File: src/rtl/gpio_in_pkg.sv
// Shared types and default sizes for the GPIO input conditioning stage.
package gpio_in_pkg;

  typedef enum logic {
    DB_STABLE = 1'b0,
    DB_CHECK  = 1'b1
  } db_state_t;

  localparam int NBITS_DEF   = 8;
  localparam int CNT_W_DEF   = 8;
  localparam int PRESC_W_DEF = 16;

endpackage

File: src/rtl/gpio_debounce_bit.sv
// One pin: synchroniser, debounce FSM with tick-driven counter, edge pulses.
// Latency SYNC_STAGES+1 cycles in bypass, plus (db_limit+1) ticks when filtering; no backpressure.
module gpio_debounce_bit
  import gpio_in_pkg::*;
#(
  parameter int SYNC_STAGES = 2,
  parameter int CNT_W       = CNT_W_DEF
) (
  input  logic             clk,
  input  logic             rstn,
  input  logic             pad_din,
  input  logic             db_en,
  input  logic             tick,
  input  logic [CNT_W-1:0] db_limit,
  output logic             pin_o,
  output logic             rise_o,
  output logic             fall_o
);

  logic [SYNC_STAGES-1:0] sync_q, sync_d;
  db_state_t              state_q, state_d;
  logic [CNT_W-1:0]       cnt_q, cnt_d;
  logic                   lvl_q, lvl_d;
  logic                   rise_q, rise_d;
  logic                   fall_q, fall_d;
  logic                   s;

  assign s = sync_q[SYNC_STAGES-1];

  always_comb begin
    sync_d  = {sync_q[SYNC_STAGES-2:0], pad_din};
    state_d = state_q;
    cnt_d   = cnt_q;
    lvl_d   = lvl_q;
    if (!db_en) begin
      lvl_d   = s;
      state_d = DB_STABLE;
      cnt_d   = '0;
    end else begin
      case (state_q)
        DB_STABLE: begin
          if (s != lvl_q) begin
            state_d = DB_CHECK;
            cnt_d   = '0;
          end
        end
        DB_CHECK: begin
          if (s == lvl_q) begin
            state_d = DB_STABLE;
            cnt_d   = '0;
          end else if (tick) begin
            // >= so a db_limit lowered mid-count still releases on the next tick
            if (cnt_q >= db_limit) begin
              lvl_d   = s;
              state_d = DB_STABLE;
              cnt_d   = '0;
            end else if (cnt_q != {CNT_W{1'b1}}) begin
              cnt_d = cnt_q + CNT_W'(1);
            end
          end
        end
        default: state_d = DB_STABLE;
      endcase
    end
    rise_d = lvl_d & ~lvl_q;
    fall_d = ~lvl_d & lvl_q;
  end

  always_ff @(posedge clk or negedge rstn) begin
    if (!rstn) begin
      sync_q  <= '0;
      state_q <= DB_STABLE;
      cnt_q   <= '0;
      lvl_q   <= 1'b0;
      rise_q  <= 1'b0;
      fall_q  <= 1'b0;
    end else begin
      sync_q  <= sync_d;
      state_q <= state_d;
      cnt_q   <= cnt_d;
      lvl_q   <= lvl_d;
      rise_q  <= rise_d;
      fall_q  <= fall_d;
    end
  end

  assign pin_o  = lvl_q;
  assign rise_o = rise_q;
  assign fall_o = fall_q;

endmodule

File: src/rtl/gpio_in_debounce.sv
// Pad input conditioning for grgpio: per-pin sync + debounce sharing one prescaler tick.
// Latency SYNC_STAGES+1 cycles (bypass) plus (db_limit+1) ticks (filtered); no backpressure.
module gpio_in_debounce
  import gpio_in_pkg::*;
#(
  parameter int NBITS       = NBITS_DEF,
  parameter int CNT_W       = CNT_W_DEF,
  parameter int PRESC_W     = PRESC_W_DEF,
  parameter int SYNC_STAGES = 2
) (
  input  logic               clk,
  input  logic               rstn,
  input  logic [NBITS-1:0]   pad_din,
  input  logic [NBITS-1:0]   db_en,
  input  logic [PRESC_W-1:0] db_presc,
  input  logic [CNT_W-1:0]   db_limit,
  output logic [NBITS-1:0]   gpioi_din,
  output logic [NBITS-1:0]   rise,
  output logic [NBITS-1:0]   fall,
  output logic               changed
);

  logic [PRESC_W-1:0] pc_q, pc_d;
  logic               tick;

  // >= keeps the tick alive if db_presc is lowered below the running count
  assign tick = (pc_q >= db_presc);

  always_comb begin
    pc_d = tick ? '0 : pc_q + PRESC_W'(1);
  end

  always_ff @(posedge clk or negedge rstn) begin
    if (!rstn) begin
      pc_q <= '0;
    end else begin
      pc_q <= pc_d;
    end
  end

  for (genvar i = 0; i < NBITS; i++) begin : g_pin
    gpio_debounce_bit #(
      .SYNC_STAGES (SYNC_STAGES),
      .CNT_W       (CNT_W)
    ) u_bit (
      .clk      (clk),
      .rstn     (rstn),
      .pad_din  (pad_din[i]),
      .db_en    (db_en[i]),
      .tick     (tick),
      .db_limit (db_limit),
      .pin_o    (gpioi_din[i]),
      .rise_o   (rise[i]),
      .fall_o   (fall[i])
    );
  end

  assign changed = |(rise | fall);

endmodule
File: config.mk
export PLATFORM = sky130hd
export DESIGN_NAME = gpio_in_debounce
export DESIGN_NICKNAME = d
export VERILOG_FILES = /design/src/rtl/gpio_in_pkg.sv /design/src/rtl/gpio_debounce_bit.sv /design/src/rtl/gpio_in_debounce.sv
export SDC_FILE = /design/constraint.sdc
export NUM_CORES = 1
export LEC_CHECK = 0
export BUFFER_PORTS_ARGS = -buffer_cell sky130_fd_sc_hd__buf_2
export CELL_PAD_IN_SITES_DETAIL_PLACEMENT = 0
export CELL_PAD_IN_SITES_GLOBAL_PLACEMENT = 1
export CORE_ASPECT_RATIO = 1.2
export CORE_MARGIN = 2
export CORE_UTILIZATION = 43
export DETAILED_ROUTE_END_ITERATION = 10
export GPL_ROUTABILITY_DRIVEN = 0
export PLACE_DENSITY = 0.76
export SYNTH_ARGS = -nofsm -noshare
export SYNTH_HDL_FRONTEND = slang
export SYNTH_HIERARCHICAL = 1
export SYNTH_SLANG_ARGS = --single-unit
File: constraint.sdc
create_clock -name clk -period 3.4 [get_ports clk]
set_input_delay 0.34 -clock clk [delete_from_list [all_inputs] [get_ports clk]]
set_output_delay 0.34 -clock clk [all_outputs]
set_load 0.005 [all_outputs]
==> impl_metrics.tcl <==
set metrics [dict create \
    synth_top_area_cell "dfrtp_1" \
    synth_top_family_by_area "simple AND/OR/NAND/NOR gates" \
    drv_slew 0 \
    num_vias 6553 \
    reg2reg_slack_ps 330 \
    hold_viol_final 0 \
    hp-class "in2reg" \
    grt_max_degree 79 \
    portBuffers 66 \
    ir_drop_mv 0.332 \
    totalWireLength_mm 19.4 \
    fin_nets 1051 \
    min_period_ps 3070 \
    dieArea_sq_mm 0.0207 \
    netlist_instances 840 \
    cts_tree "yes" \
    post-route-util 0.500 \
    yosys_register_bits 128 \
    crit_path_cell_trace "ha_1, nand4_1, or3_1, o32ai_4, or2_1, buf_12, nor2_1, a21oi_1, o31ai_2, or4b_1, nand3_1" \
    synth.distinct_cells 46 \
    cts_num_sinks 128 \
    clock_latency_ps 420 \
    die_y_um 157 \
    worstSetupEndpointType "flop" \
    detail-route-antenna-nets 0 \
    arrival_ps 3410 \
    tightest_slew_ps 887 \
    holdWs_ps 25.1 \
    cts_inserted_buffers 17 \
    layout-drive-gt1-share 0.182 \
    min_period_over_period 0.902 \
    timing.rr.start "pc_q[12]" \
    cp_slowest_cell "or4b_1" \
    setup_viol_count_final 0 \
    status "finished clean" \
    drt_pass1_iterations 5 \
    worstSetupEndpoint "g_pin[4].u_bit/cnt_q[4]" \
    crit_fanout 24 \
    track_usage 0.198 \
    io_pins 67 \
    grt_pass1_wl_mm 32.9 \
    cp_slowest_stage_delay_ps 490 \
    root_buffer "clkbuf_16" \
    synth_compound_area_frac 0.191 \
    fin_cells 1194 \
    syn_nets 971 \
    r2r_cells 11 \
    netlist_area_sq_mm 0.00843 \
    fin_tns_setup_ps 0 \
    coreArea_sq_mm 0.0194 \
    wl_per_cell_um 16.3 \
    yosysSeqAreaShare 0.380 \
    synth_edf_count 0 \
    clock_skew_ps 12.4 \
    ctsHtreeMaxLevel 4 \
    antenna_found_initial 0 \
    drt_iter0_drc 421 \
    yosys.area_share.simple 0.202 \
    min_from "pad_din[3]" \
    p_leak_nw 4.71 \
    vias_per_cell 5.49 \
    power_mw 4.19 \
    synth.top_cell.area_share 0.380 \
    synth_xor_area_frac 0.0384 \
    crit_type "reg2reg" \
    cap_viol_max_count 0 \
    critPathRequiredTime_ps 3750 \
    setup.worst_path.start "pc_q[12]" \
    hpwl_mm 13.9 \
    fmax_ghz 0.326 \
    synthAdderAreaFrac 0.132 \
    synth-warning-count 6 \
    cts_setup_buffers 0 \
    row_count 56 \
    r2r-end "g_pin[4].u_bit/cnt_q[4]" \
    synth.area.top_cells "dfrtp_1, ha_1, nand3_1" \
    die-width_um 132 \
    ys_top_cells_by_count "dfrtp_1, ha_1, inv_1, nand3_1, nand2_1" \
    diodes 0 \
    initial_core_util 0.434 \
    synth-async-reset-ratio 1.00 \
    power_density_mw_per_mm2 432 \
    synth_flop_cell "dfrtp_1" \
    cts_buffer_depth 2 \
    syn_area_per_cell_sq_um 10.0 \
    dp_cells 1161 \
    first_global_vias 6574 \
    synthMuxAreaShare 0.0107 \
    startpoint_type "flop" \
    drc_errors 0 \
    grt.overflow.total 0 \
    rsz0062_at_grt "no" \
    area_growth_pct 15.1 \
    slew_headroom 0.403 \
    synth.most_common_cell "dfrtp_1" \
    clk_pin_slew_worst_paths_ps 60 \
]
[worst min path at each step]
stage / slack, ps / depth (start not counted) / endpoint
finish: 30 / 1 / g_pin[3].u_bit/sync_q[0]
global route: 10 / 1 / g_pin[3].u_bit/sync_q[0]
CTS: 9 / 1 / g_pin[3].u_bit/sync_q[0]
detailed placement: 340 / 0 / g_pin[6].u_bit/sync_q[1]
global placement: 330 / 0 / g_pin[1].u_bit/sync_q[1]
floorplan: 40 / 0 / g_pin[0].u_bit/cnt_q[0]
[flip-flops by register name, summed over array words and instances (netlist names)]
signal               count
g_pin.u_bit/pin_o        8
g_pin.u_bit/rise_o       8
g_pin.u_bit/sync_q      16
pc_q                    16
g_pin.u_bit/cnt_q       64
g_pin.u_bit/fall_o       8
g_pin.u_bit/state_q      8
[critical path, delay by kind of cell (launching register included)]
family / cells / cell delay [ps]
AND/OR/NAND/NOR: 6 / 1410
buffers and inverters: 1 / 190
adder cells (fa/ha/maj): 1 / 310
flip-flops: 1 / 460
AO/OA/AOI/OAI: 3 / 620
[cell type report]
| cell class | instances | area [sq um] |
|---|---|---|
| fillers | 1862 | 9700 |
| multi-input cells | 619 | 4840 |
| flip-flops and latches | 128 | 3200 |
| clock buffers | 18 | 439 |
| repair buffers | 71 | 402 |
| well taps | 261 | 327 |
| inverters | 83 | 312 |
| clock inverters | 14 | 183 |
[cells in the final DEF (no fill, tap or decap), types with 9 or more instances in the layout]
cell type  instances
a21oi_1           45
buf_2             65
o21a_1            10
nor3_1            19
nand4_1           17
ha_1              89
xor2_1            12
dfrtp_1          128
nor3b_1           16
a32o_1            16
a2111oi_2          9
nand3_1           68
and3_1            32
nor2_1            34
or2b_1            16
inv_1             83
a31oi_1           24
clkbuf_16         17
a41o_1             9
xnor2_1           25
and2_1             9
nand2_1           55
[logic make-up after synthesis]
kind of cell,count (synthesis)
fa+ha+maj,89
simple gates,303
compound gates,182
buf+inv,93
flops,128
mux,8
xor+xnor,37
[layer usage]
metal  part of all wire  wire (um)  global-route usage
met5                  0          0                   0
met2               0.47       9080               0.331
met4              0.013        259              0.0585
met1               0.49       9460               0.267
met3              0.032        625              0.0325
[power by group]
| group | leakage, nW | switching [mW] | internal, mW | total [mW] |
|---|---|---|---|---|
| registers | 1.71 | 0.106 | 1.60 | 1.70 |
| clock network | 0.294 | 0.734 | 1.19 | 1.92 |
| logic | 2.71 | 0.325 | 0.242 | 0.568 |
| total | 4.71 | 1.17 | 3.02 | 4.19 |
[stage by stage]
stage                     setup WS (ps)  cell area (sq um)
after floorplan                     335               8430
after global placement              399               9070
after detailed placement            346               9070
after CTS                           319               9710
after global routing                173               9710
final                               333               9710
[repair_timing]
action,in CTS,in global routing
hold buffers,1,0
hold endpoints to repair,9,0
gates resized for setup,0,0
No activity file was read; power rests on OpenSTA's default activity.
